[src/rtl/mem_sb_pkg.sv]
// Shared types for the posted-write store buffer.
package mem_sb_pkg;

    typedef enum logic [1:0] {
        SB_RUN,
        SB_DRAIN,
        SB_DONE
    } sb_state_e;

endpackage

[src/rtl/mem_sb_fwd_match.sv]
// Store-to-load forwarding: finds the youngest buffered store matching a load address.
// Latency: combinational.
// Backpressure: none.
module mem_sb_fwd_match #(
    parameter int AW    = 8,
    parameter int DW    = 8,
    parameter int DEPTH = 4
) (
    input  logic [DEPTH-1:0]         valid_i,
    input  logic [DEPTH-1:0][AW-1:0] addr_i,
    input  logic [DEPTH-1:0][DW-1:0] data_i,
    input  logic [$clog2(DEPTH)-1:0] head_i,
    input  logic [AW-1:0]            match_addr_i,
    output logic                     hit_o,
    output logic [DW-1:0]            data_o
);
    localparam int PW = $clog2(DEPTH);

    logic [PW-1:0] idx;

    // Walk oldest to youngest so the last hit wins; valid entries are contiguous
    // from head, so this equals a priority search from tail-1 back to head.
    always_comb begin
        hit_o  = 1'b0;
        data_o = '0;
        idx    = '0;
        for (int k = 0; k < DEPTH; k++) begin
            idx = head_i + PW'(k);
            if (valid_i[idx] && (addr_i[idx] == match_addr_i)) begin
                hit_o  = 1'b1;
                data_o = data_i[idx];
            end
        end
    end

endmodule

[src/rtl/mem_store_buffer.sv]
// Posted-write store buffer: in-order retire to memory, forwards buffered data to loads.
// Latency: push visible on dn_w_* next cycle; load forward/miss path combinational.
// Backpressure: up_w_ready low when full or draining; stores offered anyway are dropped and flag err_ovf.
module mem_store_buffer
    import mem_sb_pkg::*;
#(
    parameter int AW    = 8,
    parameter int DW    = 8,
    parameter int DEPTH = 4
) (
    input  logic                     clk,
    input  logic                     rst,
    input  logic                     up_w_en,
    input  logic [AW-1:0]            up_w_addr,
    input  logic [DW-1:0]            up_w_data,
    output logic                     up_w_ready,
    input  logic                     up_r_en,
    input  logic [AW-1:0]            up_r_addr,
    output logic [DW-1:0]            up_r_data,
    output logic                     dn_w_en,
    output logic [AW-1:0]            dn_w_addr,
    output logic [DW-1:0]            dn_w_data,
    input  logic                     dn_w_ack,
    output logic                     dn_r_en,
    output logic [AW-1:0]            dn_r_addr,
    input  logic [DW-1:0]            dn_r_data,
    input  logic                     drain_req,
    output logic                     drained,
    output logic [$clog2(DEPTH):0]   count,
    output logic                     err_ovf
);
    localparam int PW = $clog2(DEPTH);
    localparam int CW = PW + 1;

    sb_state_e                state_q;
    logic                     drained_q;
    logic                     err_q;
    logic [PW-1:0]            head_q, tail_q;
    logic [CW-1:0]            count_q, count_d;
    logic [DEPTH-1:0][AW-1:0] addr_mem_q;
    logic [DEPTH-1:0][DW-1:0] data_mem_q;
    logic [DEPTH-1:0]         valid;
    logic [PW-1:0]            off;
    logic                     push, pop, hit;
    logic [DW-1:0]            fwd_data;

    assign up_w_ready = (count_q < CW'(DEPTH)) && (state_q == SB_RUN);
    assign push       = up_w_en && up_w_ready;
    assign dn_w_en    = (count_q != '0);
    assign pop        = dn_w_ack && dn_w_en;
    assign dn_w_addr  = addr_mem_q[head_q];
    assign dn_w_data  = data_mem_q[head_q];
    assign count      = count_q;
    assign err_ovf    = err_q;
    assign drained    = drained_q;

    always_comb begin
        count_d = count_q;
        if (push && !pop) begin
            count_d = count_q + CW'(1);
        end else if (pop && !push) begin
            count_d = count_q - CW'(1);
        end
    end

    // An entry is live when its distance from head is below the occupancy.
    always_comb begin
        valid = '0;
        off   = '0;
        for (int i = 0; i < DEPTH; i++) begin
            off      = PW'(i) - head_q;
            valid[i] = ({1'b0, off} < count_q);
        end
    end

    mem_sb_fwd_match #(
        .AW    (AW),
        .DW    (DW),
        .DEPTH (DEPTH)
    ) u_fwd_match (
        .valid_i      (valid),
        .addr_i       (addr_mem_q),
        .data_i       (data_mem_q),
        .head_i       (head_q),
        .match_addr_i (up_r_addr),
        .hit_o        (hit),
        .data_o       (fwd_data)
    );

    assign dn_r_addr = up_r_addr;
    assign dn_r_en   = up_r_en && !hit;
    assign up_r_data = hit ? fwd_data : dn_r_data;

    always_ff @(posedge clk) begin
        if (push) begin
            addr_mem_q[tail_q] <= up_w_addr;
            data_mem_q[tail_q] <= up_w_data;
        end
    end

    always_ff @(posedge clk) begin
        if (rst) begin
            head_q  <= '0;
            tail_q  <= '0;
            count_q <= '0;
            err_q   <= 1'b0;
        end else begin
            count_q <= count_d;
            if (push) begin
                tail_q <= tail_q + PW'(1);
            end
            if (pop) begin
                head_q <= head_q + PW'(1);
            end
            if (up_w_en && !up_w_ready) begin
                err_q <= 1'b1;
            end
        end
    end

    always_ff @(posedge clk) begin
        if (rst) begin
            state_q   <= SB_RUN;
            drained_q <= 1'b0;
        end else begin
            drained_q <= 1'b0;
            case (state_q)
                SB_RUN: begin
                    if (drain_req) begin
                        if (count_q == '0) begin
                            state_q   <= SB_DONE;
                            drained_q <= 1'b1;
                        end else begin
                            state_q <= SB_DRAIN;
                        end
                    end
                end
                SB_DRAIN: begin
                    if (count_q == '0) begin
                        state_q   <= SB_DONE;
                        drained_q <= 1'b1;
                    end
                end
                default: begin
                    state_q <= SB_RUN;
                end
            endcase
        end
    end

endmodule

[config.mk]
export PLATFORM = sky130hd
export DESIGN_NAME = mem_store_buffer
export DESIGN_NICKNAME = d
export VERILOG_FILES = /design/src/rtl/mem_sb_pkg.sv /design/src/rtl/mem_sb_fwd_match.sv /design/src/rtl/mem_store_buffer.sv
export SDC_FILE = /design/constraint.sdc
export NUM_CORES = 1
export LEC_CHECK = 0
export BUFFER_PORTS_ARGS = -buffer_cell sky130_fd_sc_hd__buf_2
export CAP_MARGIN = 20
export CORE_MARGIN = 1
export CORE_UTILIZATION = 40
export CTS_CLUSTER_DIAMETER = 80
export DETAILED_ROUTE_END_ITERATION = 8
export GPL_ROUTABILITY_DRIVEN = 1
export GPL_TIMING_DRIVEN = 0
export PLACE_DENSITY = 0.58
export SLEW_MARGIN = 20
export SYNTH_ARGS = -nofsm -noshare
export SYNTH_HDL_FRONTEND = slang
export SYNTH_SLANG_ARGS = --single-unit
[constraint.sdc]
create_clock -name clk -period 9.26 [get_ports clk]
set_input_delay 0.463 -clock clk [delete_from_list [all_inputs] [get_ports clk]]
set_output_delay 0.463 -clock clk [all_outputs]
set_load 0.02 [all_outputs]
Word level (Yosys, flattened, before mapping)

Index checks and enable logic that the tools add are counted.

Register bits: 75
Latch bits: 0
RAM bits: 0
Bits in read-only memories: 0
Output and inout port bits: 40
Word-level logic and storage cells: 109
Memories kept: 0

Add/sub/neg operators: 10
Multiply operators: 0
Divide/modulo/power cells: 0
Magnitude comparators: 11
Eq/ne operators: 7
Shifts and indexed selects: 0
Muxes and demuxes: 46
Bitwise gates (word level): 0
Reduce and logical (&&, ||, !) cells: 21

Operators by type and width:

| kind                                                                 | count |
|---|---|
| 8-bit binary-select mux with 2-bit select                            | 8 |
| 8-bit 2-to-1 mux                                                     | 14 |
| 32-bit bitwise mux                                                   | 2 |
| 8-bit == test                                                        | 4 |
| 8-bit demux with 2-bit select                                        | 1 |
| 2-bit by 3-bit < comparator with 1-bit output, second input constant | 5 |
| 1-bit logical AND                                                    | 12 |
| 2-bit by 3-bit < comparator with 1-bit output                        | 4 |
| 1-bit 2-to-1 mux                                                     | 10 |
| 1-bit binary-select mux with 2-bit select                            | 4 |
| 2-bit 2-to-1 mux                                                     | 3 |
| 3-bit 2-to-1 mux                                                     | 2 |
| 2-bit by 1-bit adder with 2-bit output, second input constant        | 2 |
| 2-bit adder, second input constant                                   | 2 |
| 1-bit logical NOT                                                    | 4 |
| 2-bit inequality test, second input constant                         | 2 |
| 2-bit case mux with 2 select lines                                   | 1 |
| 1-bit by 2-bit subtractor with 2-bit output, first input constant    | 2 |
| 2-bit subtractor, first input constant                               | 2 |
| 3-bit by 1-bit adder with 3-bit output, second input constant        | 1 |
| 3-bit logical NOT                                                    | 1 |
| 3-bit < comparator, second input constant                            | 1 |
| 3-bit nonzero test                                                   | 1 |
| 3-bit by 1-bit subtractor with 3-bit output, second input constant   | 1 |
| 6 further kinds                                                      | 6 |

Depth between registers and ports, before layout

Gate-level depths: netlist of the first run.

Word-level depth: 11
Mapped depth: 18
Gate-level depth less buffers: 11

By module

From an unflattened synthesis of the first run, not the netlist that was laid out.

Cells, all modules: 445
Area, all modules: 5415.2 um^2

Modules (own cells, without submodules):

| module           | instances | cells an instance | area an instance (um^2) |
|---|---|---|---|
| mem_store_buffer | 1         | 175               | 3151.8 |
| mem_sb_fwd_match | 1         | 270               | 2263.4 |

Worst setup path after synthesis of the first run

OpenSTA, ideal clock, no wires.

Path type: flip-flop to output port
From: register head_q[1]
To: output up_r_data[3]
Arrival: 3.731 ns
Required time: 8.797 ns
Path slack: 5.066 ns
Stages on the path, launching flop included: 19
Path through: dfxtp_1 > buf_6 > buf_6 > buf_2 > buf_2 > buf_6 > clkbuf_1 > xnor2_1 > inv_1 > ha_1 > nor2_1 > a21oi_1 > a311oi_2 > nand4_2 > nor2_4 > clkbuf_4 > nor3b_1 > o32ai_1 > a221o_1

Longest elaborated chain between the ends: 10
Elaborated cells on any way between the ends: 52

RTL lines:

| element                                                                                | line                    | source |
|---|---|---|
| from (decl)                                                                            | mem_store_buffer.sv:38  | `logic [PW-1:0] head_q, tail_q;` |
| from (signal assigned)                                                                 | mem_store_buffer.sv:113 | `head_q <= head_q + PW'(1);` |
| 1-bit by 2-bit subtractor with 2-bit output / 2-bit subtractor (equally long branches) | mem_store_buffer.sv:71  | `off = PW'(i) - head_q;` |
| 2-bit by 3-bit < comparator with 1-bit output                                          | mem_store_buffer.sv:72  | `valid[i] = ({1'b0, off} < count_q);` |
| 1-bit binary-select mux with 2-bit select                                              | mem_sb_fwd_match.sv:29  | `if (valid_i[idx] && (addr_i[idx] == match_addr_i)) begin` |
| 1-bit 2-to-1 mux (implied by the code)                                                 | mem_sb_fwd_match.sv:29  |  |
| 1-bit logical AND                                                                      | mem_sb_fwd_match.sv:29  |  |
| 8-bit 2-to-1 mux / 1-bit 2-to-1 mux (equally long branches) (4 in a row)               | mem_sb_fwd_match.sv:29  |  |
| 8-bit 2-to-1 mux *                                                                     | mem_store_buffer.sv:92  | `assign up_r_data = hit ? fwd_data : dn_r_data;` |
| to (decl)                                                                              | mem_store_buffer.sv:19  | `output logic [DW-1:0] up_r_data,` |

Mark *: on every way between the ends. The rest lies on a longest branch, timed or not. The select of a mux whose other input is x is not followed.

Final worst setup path of the first run

From: register head_q[1]
To: output up_r_data[6]

The elaborated chain is that of the path after synthesis.

==> out/summary.txt, run 1 <==
Share of cells above drive strength 1 -> 0.316
Worst VDD drop -> 174 uV
Port bufs -> 70
Crit-path max FO -> 10
Synthesized area -> 0.00521 mm^2
Gr ovfl total -> 0
Final Hold Viols -> 0
Post-CTS setup buffers -> 0
Ys flop type -> edfxtp_1
Initial antenna violation count -> 0
CTS Hold Bufs -> 0
Final WL -> 13300 um
Die Y -> 116 um
Largest net degree at the start of global routing -> 17
Total core area -> 0.0127 mm^2
Hold slack final -> 0.282 ns
Starting Density -> 0.411
Rel. slew slack -> 0.308
Vias per cell -> 5.51
Clock sinks -> 75
Slew Limit Fails -> 0
Setup crit start -> head_q[1]
Detailed Route Iter0 Violations -> 225
Worst Setup Start Kind -> flop
N_diodes -> 0
P_leak -> 2.33 nW
Yosys cell types -> 56
Fill cell count -> 1171
Max frequency -> 176 MHz
Hold_sp -> rst
Max-Cap Viols -> 0
Vias -> 3773
Ys Warns -> 0
Critical Path AT -> 5.21 ns
Hpwl dp -> 9310 um
FFs w/ async S/R, synth -> 0
Flops & latches, synth -> 75
R2R Setup Slk -> 6.53 ns
Measured slew at the worst slew-check pin -> 1.04 ns
Period minus WS final -> 5.67 ns
Min-delay worst type -> input port to flop
Global Route Usage Sum -> 0.211
Num CTS Buffers -> 9
Clock root buffer master -> clkbuf_16
Tcrit/Tclk final -> 0.612
Post-Syn Area per Cell -> 12.2 um^2
Reg-to-Reg Start -> count[2]
Setup violations, final -> 0
Post-CTS resize count -> 0
CTS tree -> built
DR pass1 iterations -> 4
Die width -> 116 um
Post-synth EDFFs -> 64
Sequential area share after synthesis -> 0.411
Cells after Synth -> 427
Routed WL per cell -> 19.4 um
Global placement routability congestion -> 0.840
Post-layout nets -> 556
Sum Neg Setup Slack -> 0 ns
Worst clock skew -> 0.00786 ns
Clock Pin Slew Worst Setup and Hold Paths -> 0.06 ns
Vias in the first global route -> 3696
First-pass GRT wire length -> 20500 um
RSZ-0062 raised after global routing -> false
PD cells -> 280 mW/mm^2
Syn_nets -> 475
CTS Buffer Depth -> 2
# IOs -> 78
DRC violations left -> 0
Worst Path Required -> 8.80 ns
Die area -> 0.0135 mm^2
H-tree depth -> 3
Area Growth Syn to Fin -> 17.2%
Num rows -> 41
Skew-Pair Late Insertion Delay -> 0.35 ns
Antenna-violating nets left -> 0
Status -> finished, final reports clean
Crit. End Element -> output pin
Crit Path Category -> flop to output pin
-- through the flow --
step           instance area [um^2]  worst slack [ns]  std cells  utilization  total power, mW
2_1_floorplan                  5210              5.07        427            -             1.12
3_3_place_gp                   5780              3.97        669        0.456             1.32
3_5_place_dp                   5780              3.97        669        0.456             1.33
4_1_cts                        6110              3.58        685        0.482             1.72
5_1_grt                        6110              3.23        685        0.482             1.81
6_report                       6110              3.59        685        0.482             1.71
-- synthesized netlist by cell type (2+ instances only) --
master | number | share of area
a21o_1 | 8 | 0.012
nor4_1 | 3 | 0.0036
mux2_2 | 12 | 0.026
and2b_1 | 7 | 0.010
o32ai_1 | 7 | 0.012
a21oi_1 | 21 | 0.020
clkbuf_1 | 8 | 0.0058
nand3_1 | 2 | 0.0019
clkbuf_4 | 2 | 0.0029
mux2i_1 | 43 | 0.083
nor2b_1 | 3 | 0.0036
o211ai_1 | 3 | 0.0043
nor3_1 | 12 | 0.012
nand4_1 | 4 | 0.0048
buf_2 | 4 | 0.0038
nor2_1 | 25 | 0.018
a31oi_1 | 3 | 0.0036
buf_6 | 11 | 0.024
a221o_1 | 7 | 0.013
xnor2_1 | 35 | 0.059
nand2_1 | 5 | 0.0036
xor2_1 | 10 | 0.017
or3_1 | 3 | 0.0036
ha_1 | 9 | 0.022
dfxtp_1 | 11 | 0.042
and2_1 | 9 | 0.011
mux4_2 | 25 | 0.11
buf_4 | 12 | 0.017
o2111ai_1 | 2 | 0.0034
and3_1 | 4 | 0.0048
nor3_2 | 2 | 0.0038
o21ai_0 | 5 | 0.0048
nor3b_1 | 8 | 0.012
inv_2 | 2 | 0.0014
edfxtp_1 | 64 | 0.37
buf_1 | 2 | 0.0014
inv_1 | 15 | 0.011
-- cell families (layout without fill, tap and decap cells) --
logic type	Yosys count	count (layout)	share of synthesized area
AOI/OAI and AO/OA	65	65	0.0890
xor gates and xnor gates	45	45	0.0756
adders and majority gates	10	10	0.0254
buffers and inverters	57	143	0.0701
DFF	75	75	0.411
muxes	81	81	0.221
and+or+nand+nor	94	94	0.108
-- critical path, cell delays in order (launching register included) --
cell and delay (ns):
dfxtp_1 0.35, buf_6 0.19, buf_6 0.19, buf_2 0.32, buf_2 0.40, buf_6 0.23, clkbuf_1 0.42, xnor2_1 0.23
inv_1 0.07, ha_1 0.31, nor2_1 0.05, a21oi_1 0.22, a311oi_2 0.14, nand4_2 0.20, nor2_4 0.09, or3_1 0.37
nor2_1 0.59, a221o_1 0.29, buf_2 0.17
-- cells in the final DEF, fill, tap and decap left out, types with 8 or more instances in the layout --
cell type / synthesis / final
buf_2: 4 / 74
nor3_1: 12 / 12
buf_4: 12 / 12
xnor2_1: 35 / 35
clkbuf_16: 0 / 12
edfxtp_1: 64 / 64
mux2_2: 12 / 12
a21oi_1: 21 / 21
mux4_2: 25 / 25
nor2_1: 25 / 25
inv_1: 15 / 15
a21o_1: 8 / 8
mux2i_1: 43 / 43
xor2_1: 10 / 10
clkbuf_1: 8 / 10
buf_6: 11 / 11
ha_1: 9 / 9
nor3b_1: 8 / 8
dfxtp_1: 11 / 11
and2_1: 9 / 9
-- metal layers --
metal	global-route usage	part of all wire
met5	0	0
met2	0.326	0.47
met3	0.0441	0.041
met1	0.285	0.47
met4	0.0991	0.020
-- report_power, final --
| group | internal, mW | total (mW) | switching (mW) | leakage, nW |
|---|---|---|---|---|
| Clock | 0.239 | 0.383 | 0.144 | 0.162 |
| Sequential | 0.430 | 0.467 | 0.0367 | 0.674 |
| Combinational | 0.373 | 0.864 | 0.491 | 1.50 |
-- path summary, 6_finish.rpt --
path                                      to  depth (start not counted)
worst min register to register       err_ovf                          2
worst min-delay path                 drained                          2
worst max register to register      count[2]                         10
worst max-delay path            up_r_data[6]                         18
-- flip-flops by register name, indices dropped and copies added, names as in the netlist --
signal	count
err_ovf	1
state_q	2
drained	1
head_q	2
count	3
addr_mem_q	32
data_mem_q	32
tail_q	2
-- cell type report --
class | instances | area [um^2] | area share
buffer | 40 | 302 | 0.0494
clock buffer | 15 | 322 | 0.0526
clock inverter | 1 | 8.76 | 0.00143
inverter | 17 | 63.8 | 0.0104
multi-input combinational | 295 | 2710 | 0.443
sequential | 75 | 2140 | 0.351
tap | 172 | 215 | 0.0352
timing repair buffer | 70 | 350 | 0.0573
Power figures use the tool's default switching activity.
==> inputs of run 2 (changes only) <==
--- a/config.mk
+++ b/config.mk
@@ -5,6 +5,7 @@
 export SDC_FILE = /design/constraint.sdc
 export NUM_CORES = 1
 export LEC_CHECK = 0
+export ABC_AREA = 1
 export BUFFER_PORTS_ARGS = -buffer_cell sky130_fd_sc_hd__buf_2
 export CAP_MARGIN = 20
 export CORE_MARGIN = 1
==> constraint.sdc (replaced) <==
create_clock -name clk -period 5.5 [get_ports clk]
set_input_delay 0.275 -clock clk [delete_from_list [all_inputs] [get_ports clk]]
set_output_delay 0.275 -clock clk [all_outputs]
set_load 0.02 [all_outputs]
==> run 2 against run 1 <==
Compared with the run above:
- critical path depth grew 3
- via count grew 38%
- die area grew 4.5%
- cell area grew 4.3%
- clock skew shrank 0.0045 ns
- sequential share of layout area shrank 1.4 points
- synthesized area grew 4.6%
- core utilization shrank 0.31 points
- clock-buffer cell count shrank 4
- synthesized cell count grew 83%
- largest power group unchanged
==> out/summary.txt, run 2 <==
Status -> finished, final reports clean (unchanged)
Flops & latches, synth -> 75 (unchanged)
Port bufs -> 76 (was 70)
Cells after Synth -> 782 (was 427)
Largest incremental delay on the critical path -> 0.45 ns (was 0.59 ns)
Worst clock skew -> 0.00336 ns (was 0.00786 ns)
Post-CTS setup buffers -> 0 (unchanged)
Crit Path Category -> flop to output pin (unchanged)
Area Growth Syn to Fin -> 16.8% (was 17.2%)
Slew Limit Fails -> 0 (unchanged)
Largest net degree at the start of global routing -> 12 (was 17)
Die Y -> 119 um (was 116 um)
Largest cells by area after synthesis -> edfxtp_1 35%, nand2_1 23%, nand3_1 9.0% (was edfxtp_1 37%, mux4_2 11%, mux2i_1 8.3%)
Reg-to-Reg Start -> count[0] (was count[2])
Most frequent cells in the layout -> 328 x nand2_1, 98 x nand3_1, 82 x buf_2 (was 74 x buf_2, 64 x edfxtp_1, 43 x mux2i_1)
Crit. End Element -> output pin (unchanged)
Leading cell type in the layout, fill and taps excluded -> nand2_1 (was buf_2)
First-pass GRT wire length -> 24200 um (was 20500 um)
Vias per cell -> 4.92 (was 5.51)
CTS tree -> built (unchanged)
Die area -> 0.0141 mm^2 (was 0.0135 mm^2)
Yosys cell types -> 34 (was 56)
Routed WL per cell -> 14.0 um (was 19.4 um)
Detailed Route Iter0 Violations -> 504 (was 225)
Die width -> 119 um (was 116 um)
P_leak -> 3.12 nW (was 2.33 nW)
N_diodes -> 0 (unchanged)
Clock Pin Slew Worst Setup and Hold Paths -> 0.05 ns (was 0.06 ns)
Hpwl dp -> 12200 um (was 9310 um)
CTS Buffer Depth -> 2 (unchanged)
R2R Setup Slk -> 3.26 ns (was 6.53 ns)
Crit-path max FO -> 10 (unchanged)
Worst VDD drop -> 288 uV (was 174 uV)
Hold slack final -> 0.170 ns (was 0.282 ns)
WHS Endpoint -> addr_mem_q[2] (was drained)
Period minus WS final -> 3.95 ns
Global placement routability congestion -> 0.941 (was 0.840)
PD cells -> 471 mW/mm^2 (was 280 mW/mm^2)
CP Cell Sequence -> buf_6, nand2_4, nand2_4, buf_8, buf_2, clkbuf_1, ha_1, inv_1, nor2_1, nand2_1, nand3_1, nand3_1, nand2_1, inv_1, nand3_1, nor2_4, nor2_4, a21oi_4, nand2_1, nand2_1, buf_2 (was buf_6, buf_6, buf_2, buf_2, buf_6, clkbuf_1, xnor2_1, inv_1, ha_1, nor2_1, a21oi_1, a311oi_2, nand4_2, nor2_4, or3_1, nor2_1, a221o_1, buf_2)
Skew-Pair Late Insertion Delay -> 0.32 ns (was 0.35 ns)
Antenna-violating nets left -> 0 (unchanged)
Post-synth EDFFs -> 64 (unchanged)
H-tree depth -> 3 (unchanged)
Gr ovfl total -> 0 (unchanged)
Count leader, synth -> nand2_1 (was edfxtp_1)
Worst Hold Path Cells -> 1 (was 2)
DR pass1 iterations -> 5 (was 4)
Min-delay worst type -> input port to flop (unchanged)
Sum Neg Setup Slack -> 0 ns (unchanged)
Post-Syn Area per Cell -> 6.97 um^2 (was 12.2 um^2)
Vias in the first global route -> 4620 (was 3696)
Ys flop type -> edfxtp_1 (unchanged)
RSZ-0062 raised after global routing -> false (unchanged)
DRC violations left -> 0 (unchanged)
Final WL -> 14700 um (was 13300 um)
Critical Path AT -> 3.67 ns (was 5.21 ns)
Cell area after layout -> 0.00637 mm^2 (was 0.00611 mm^2)
Max-Cap Viols -> 0 (unchanged)
FFs w/ async S/R, synth -> 0 (unchanged)
Measured slew at the worst slew-check pin -> 0.518 ns (was 1.04 ns)
Tcrit/Tclk final -> 0.718
Vias -> 5190 (was 3773)
Post-CTS resize count -> 0 (unchanged)
Global Route Usage Sum -> 0.216 (was 0.211)
Sequential area share after synthesis -> 0.393 (was 0.411)
Num CTS Buffers -> 9 (unchanged)
Final Hold Viols -> 0 (unchanged)
Max frequency -> 253 MHz
CP max stage cell -> dfxtp_1 (was nor2_1)
Placed instance area -> 0.00612 mm^2 (was 0.00578 mm^2)
Clock root buffer master -> clkbuf_16 (unchanged)
# IOs -> 78 (unchanged)
Total core area -> 0.0133 mm^2 (was 0.0127 mm^2)
CTS Hold Bufs -> 0 (unchanged)
Num rows -> 42 (was 41)
DP Worst Slack -> 1.88 ns (was 3.97 ns)
Most frequent cells after synthesis -> 328 x nand2_1, 98 x nand3_1, 78 x inv_1 (was 64 x edfxtp_1, 43 x mux2i_1, 35 x xnor2_1)
Post-layout nets -> 921 (was 556)
FF-to-FF End -> count[2] (unchanged)
Setup violations, final -> 0 (unchanged)
Worst Setup Start Kind -> flop (unchanged)
Starting Density -> 0.410 (was 0.411)
Area leader, netlist -> edfxtp_1 (unchanged)
Worst reg-to-reg path cell count -> 10 (unchanged)
Synthesized area -> 0.00545 mm^2 (was 0.00521 mm^2)
Ys Warns -> 0 (unchanged)
Initial antenna violation count -> 0 (unchanged)
Area share of the largest cell type after synthesis -> 0.352 (was 0.369)
Rel. slew slack -> 0.654 (was 0.308)
Final setup margin -> 1.55 ns (was 3.59 ns)
Worst Path Required -> 5.22 ns (was 8.80 ns)
Clock sinks -> 75 (unchanged)
Hold_sp -> up_w_addr[2] (was rst)
Crit path top cell by count -> nand2_1
Share of cells above drive strength 1 -> 0.165 (was 0.316)
Syn_nets -> 830 (was 475)
## run 2: cell count changes after synthesis, moves of 9 or more
cell,delta
xnor2_1,-35
nand2_1,+323
mux2i_1,-43
mux4_2,-25
a21oi_1,-16
and2_1,-9
nor3_1,-11
inv_1,+63
o21ai_0,+63
mux2_2,-12
nand3_1,+96
## run 2: logic make-up (layout without fill, tap and decap cells)
logic type,after synthesis,after routing,share of synthesized area
AND/OR/NAND/NOR,483,483,0.386
flip-flops,75,75,0.393
adder cells (fa/ha/maj),10,10,0.0243
buffers and inverters,128,224,0.110
AO/OA/AOI/OAI,81,81,0.0787
XOR/XNOR,5,5,0.00803
## run 2: per-layer routing
layer	GRT usage	routed length, um	up-vias
met2	0.300	5820	191
li1	-	-	2697
met4	0.0514	114	0
met5	0	0	-
met3	0.0236	869	8
met1	0.351	7940	2294
## run 2: layout make-up
class	instances	area, um^2
Fill cell	1359	6930
Clock buffer	11	233
Sequential cell	75	2140
Buffer	38	263
Timing Repair Buffer	80	433
Clock inverter	5	20.0
Multi-Input combinational cell	579	2720
Tap cell	176	220
Inverter	90	338
## run 2: metrics by stage
stage	std cells	util	total power, mW
finish	1054	0.479	3.00
global route	1054	0.479	3.26
CTS	1054	0.479	3.00
detailed placement	1038	0.460	2.51
global placement	1034	0.455	2.45
floorplan	782	-	2.03
## run 2: worst max path at each step
stage                          from            to  depth (start not counted)
after floorplan           head_q[1]       dn_r_en                         18
final                     head_q[1]  up_r_data[0]                         21
after global routing      head_q[1]  up_r_data[1]                         21
after CTS                 head_q[1]  up_r_data[7]                         21
after global placement    head_q[1]  up_r_data[0]                         21
after detailed placement  head_q[1]  up_r_data[7]                         21
## run 2: report_power, final
| group | internal (mW) | total [mW] | switching (mW) |
|---|---|---|---|
| clock | 0.298 | 0.483 | 0.185 |
| sequential | 0.714 | 0.778 | 0.0630 |
| combinational | 0.559 | 1.74 | 1.18 |
| total | 1.57 | 3.00 | 1.43 |
## run 2: worst max-delay path, delay by kind of cell, from the launching register on
| kind | cells | cell delay [ns] |
|---|---|---|
| and+or+nand+nor | 12 | 1.20 |
| buffers and inverters | 7 | 1.15 |
| DFF | 1 | 0.45 |
| AOI/OAI and AO/OA | 1 | 0.23 |
| adders and majority gates | 1 | 0.31 |
==> inputs of run 3 (changes only) <==
--- a/config.mk
+++ b/config.mk
@@ -5,7 +5,7 @@
 export SDC_FILE = /design/constraint.sdc
 export NUM_CORES = 1
 export LEC_CHECK = 0
-export ABC_AREA = 1
+export ABC_AREA = 0
 export BUFFER_PORTS_ARGS = -buffer_cell sky130_fd_sc_hd__buf_2
 export CAP_MARGIN = 20
 export CORE_MARGIN = 1
@@ -14,7 +14,7 @@
 export DETAILED_ROUTE_END_ITERATION = 8
 export GPL_ROUTABILITY_DRIVEN = 1
 export GPL_TIMING_DRIVEN = 0
-export PLACE_DENSITY = 0.58
+export PLACE_DENSITY = 0.61
 export SLEW_MARGIN = 20
 export SYNTH_ARGS = -nofsm -noshare
 export SYNTH_HDL_FRONTEND = slang
==> constraint.sdc (replaced) <==
create_clock -name clk -period 3.16 [get_ports clk]
set_input_delay 0.158 -clock clk [delete_from_list [all_inputs] [get_ports clk]]
set_output_delay 0.158 -clock clk [all_outputs]
set_load 0.02 [all_outputs]
==> run 3 against run 2 <==
Compared with the run above:
- the flow now finishes with violations (setup timing)
- global-route usage is 0.41 points higher
- core utilization rose by 4.2 points
- worst hold slack lost 0.13 ns
- wire length decreased by 5.3%
- critical path depth down 2
- register-to-register slack got worse by 2.8 ns
- clock power increased by 84%
- sequential share of layout area shrank 1.2 points
- highest routed layer unchanged
==> out/summary.txt, run 3 (synthesis gave the netlist of run 1 again) <==
Global placement routability congestion -> 0.833 (was 0.941)
Starting Density -> 0.411 (was 0.410)
Rel. slew slack -> 0.282 (was 0.654)
Skew-Pair Late Insertion Delay -> 0.34 ns (was 0.32 ns)
Measured slew at the worst slew-check pin -> 1.08 ns (was 0.518 ns)
M1 WL -> 6180 um (was 7940 um)
Final WL -> 14000 um (was 14700 um)
End-of-flow core utilization -> 0.521 (was 0.479)
Worst Path Required -> 3.00 ns (was 5.22 ns)
Worst Hold Path Cells -> 1 (unchanged)
P_sw -> 2.06 mW (was 1.43 mW)
Top sig layer -> met4 (unchanged)
WHS Endpoint -> data_mem_q[27] (was addr_mem_q[2])
Total core area -> 0.0127 mm^2 (was 0.0133 mm^2)
Vias in the first global route -> 3934 (was 4620)
# placed instances -> 669 (was 1038)
Final setup margin -> -0.715 ns (was 1.55 ns)
Reg-to-Reg Start -> count[2] (was count[0])
Tcrit/Tclk final -> 1.23
R2R Setup Slk -> 0.47 ns (was 3.26 ns)
Metal3 WL -> 658 um (was 869 um)
Crit-path max FO -> 4 (was 10)
Final Total Pwr -> 5.20 mW (was 3.00 mW)
DR pass1 iterations -> 5 (unchanged)
Non-Filler Instances -> 710 (was 1054)
Critical Path AT -> 3.72 ns (was 3.67 ns)
Share of cells above drive strength 1 -> 0.387 (was 0.165)
Global Route Usage Sum -> 0.221 (was 0.216)
Worst reg-to-reg path cell count -> 10 (unchanged)
First-pass GRT wire length -> 21700 um (was 24200 um)
RSZ-0062 raised after global routing -> true (was false)
Antenna-violating nets left -> 0 (unchanged)
H-tree depth -> 3 (unchanged)
Die Y -> 116 um (was 119 um)
Die area -> 0.0135 mm^2 (was 0.0141 mm^2)
Hold_sp -> up_w_data[3] (was up_w_addr[2])
Vias per cell -> 5.49 (was 4.92)
Min-delay worst type -> input port to flop (unchanged)
Setup violations, final -> 9 (was 0)
Num CTS Buffers -> 9 (unchanged)
Cell area after layout -> 0.00661 mm^2 (was 0.00637 mm^2)
Worst Setup Start Kind -> flop (unchanged)
Routed WL per cell -> 19.7 um (was 14.0 um)
Num rows -> 41 (was 42)
WP buf/inv -> 9 (was 7)
CP max stage cell -> or3_4 (was dfxtp_1)
Detailed Route Iter0 Violations -> 214 (was 504)
Largest net degree at the start of global routing -> 19 (was 12)
CTS Buffer Depth -> 2 (unchanged)
# IOs -> 78 (unchanged)
Placed instance area -> 0.00588 mm^2 (was 0.00612 mm^2)
Clock root buffer master -> clkbuf_16 (unchanged)
Initial antenna violation count -> 0 (unchanged)
PD cells -> 787 mW/mm^2 (was 471 mW/mm^2)
Post-layout nets -> 581 (was 921)
Crit Path Category -> flop to output pin (unchanged)
Largest incremental delay on the critical path -> 0.43 ns (was 0.45 ns)
CP delay by family, top -> buffers and inverters (was simple AND/OR/NAND/NOR gates)
Crit. End Element -> output pin (unchanged)
DRC violations left -> 0 (unchanged)
Hold slack final -> 0.0368 ns (was 0.170 ns)
Vias -> 3897 (was 5190)
Clock sinks -> 75 (unchanged)
Met2 WL -> 6950 um (was 5820 um)
Clock Pin Slew Worst Setup and Hold Paths -> 0.05 ns (about the same)
Max frequency -> 258 MHz
N_diodes -> 0 (unchanged)
Gr ovfl total -> 0 (unchanged)
Seq pwr share -> 0.264 (was 0.259)
Fill cell count -> 1144 (was 1359)
Status -> finished with violations (was finished, final reports clean)
P_int -> 3.14 mW (was 1.57 mW)
Clock share of power -> 0.171 (was 0.161)
Switch share -> 0.395 (was 0.476)
FF-to-FF End -> count[2] (unchanged)
Most frequent cells in the layout -> 65 x buf_2, 64 x edfxtp_1, 43 x mux2i_1 (was 328 x nand2_1, 98 x nand3_1, 82 x buf_2)
Hpwl dp -> 9410 um (was 12200 um)
Period minus WS final -> 3.88 ns
Die width -> 116 um (was 119 um)
Worst clock skew -> 0.00501 ns (was 0.00336 ns)
Port bufs -> 70 (was 76)
CP Cell Sequence -> buf_12, buf_12, buf_12, buf_12, buf_12, clkbuf_16, xnor2_4, buf_4, ha_4, nor2b_4, a31oi_4, a2bb2oi_2, mux2i_1, or3_4, o31ai_4, buf_4, a21oi_1, a221o_1, buf_2 (was buf_6, nand2_4, nand2_4, buf_8, buf_2, clkbuf_1, ha_1, inv_1, nor2_1, nand2_1, nand3_1, nand3_1, nand2_1, inv_1, nand3_1, nor2_4, nor2_4, a21oi_4, nand2_1, nand2_1, buf_2)
Worst VDD drop -> 629 uV (was 288 uV)
Failing checks -> setup timing
Leading cell type in the layout, fill and taps excluded -> buf_2 (was nand2_1)
Comb pwr share -> 0.565 (was 0.579)
Slew Limit Fails -> 0 (unchanged)
Max-Cap Viols -> 0 (unchanged)
Area Growth Syn to Fin -> 26.7% (was 16.8%)
CTS tree -> built (unchanged)
P_leak -> 2.53 nW (was 3.12 nW)
Crit path top cell by count -> buf_12 (was nand2_1)
Final Hold Viols -> 0 (unchanged)
==> run 3: cell types whose count changed in the layout (fill, tap and decap cells not counted), moves of 25 or more <==
cell	before	now
inv_1	78	14
mux2i_1	0	43
mux4_2	0	25
nand2_1	328	5
nand3_1	98	2
o21ai_0	68	4
xnor2_1	0	34
==> run 3: per-layer routing <==
layer / vias to the layer above / track usage
li1: 1821 / -
met1: 1951 / 0.298
met2: 105 / 0.356
met3: 20 / 0.0436
met4: 0 / 0.0761
met5: - / 0
==> run 3: power groups by stage <==
| stage | clock (mW) | sequential (mW) | combinational [mW] |
|---|---|---|---|
| after global routing | 0.948 | 1.39 | 3.17 |
| final | 0.890 | 1.37 | 2.94 |
| after CTS | 0.907 | 1.37 | 2.85 |
| after detailed placement | 0 | 1.39 | 2.62 |
| after floorplan | 0 | 1.38 | 1.97 |
| after global placement | 0 | 1.37 | 2.57 |
==> run 3: per-stage QoR <==
stage	setup slack (ns)	setup TNS, ns
after detailed placement	-1.14	-9.51
after floorplan	-0.215	-1.45
final	-0.715	-6.13
after global placement	-1.04	-8.65
after global routing	-0.828	-7.09
after CTS	-0.840	-6.95
==> run 3: worst max-delay path by stage <==
stage	from	endpoint	slack (ns)	depth (start not counted)
floorplan	head_q[1]	up_r_data[7]	-0.22	17
global placement	head_q[1]	up_r_data[5]	-1.04	16
CTS	head_q[1]	up_r_data[1]	-0.84	18
finish	head_q[1]	up_r_data[6]	-0.72	19
global route	head_q[1]	up_r_data[7]	-0.83	19
detailed placement	head_q[1]	up_r_data[5]	-1.14	16
==> run 3: worst register-to-register path: cells and delay by family, from the launching register on <==
kind                     cells  cell delay, ns
flip-flops                   1            0.31
AO/OA/AOI/OAI                1            0.15
buffers and inverters        3            0.43
AND/OR/NAND/NOR              3            0.97
adder cells (fa/ha/maj)      2            0.59
XOR/XNOR                     1            0.18
==> run 3: layout make-up <==
cell class,instances,area (um^2),share of cell area
clock inverter,1,5.00,0.000758
buffer,39,425,0.0644
multi-input combinational,295,2880,0.436
sequential,75,2140,0.324
inverter,17,63.8,0.00966
clock buffer,15,248,0.0375
timing repair buffer,96,623,0.0943
tap,172,215,0.0326
==> run 3: repair_timing <==
action | in CTS | in global routing
hold buffers | 1 | 0
pin swaps | 15 | 13
setup endpoints to repair | 9 | 9
buffers inserted | 14 | 10
hold endpoints to repair | 1 | 0
gates resized for setup | 39 | 16
cloned | 2 | 0
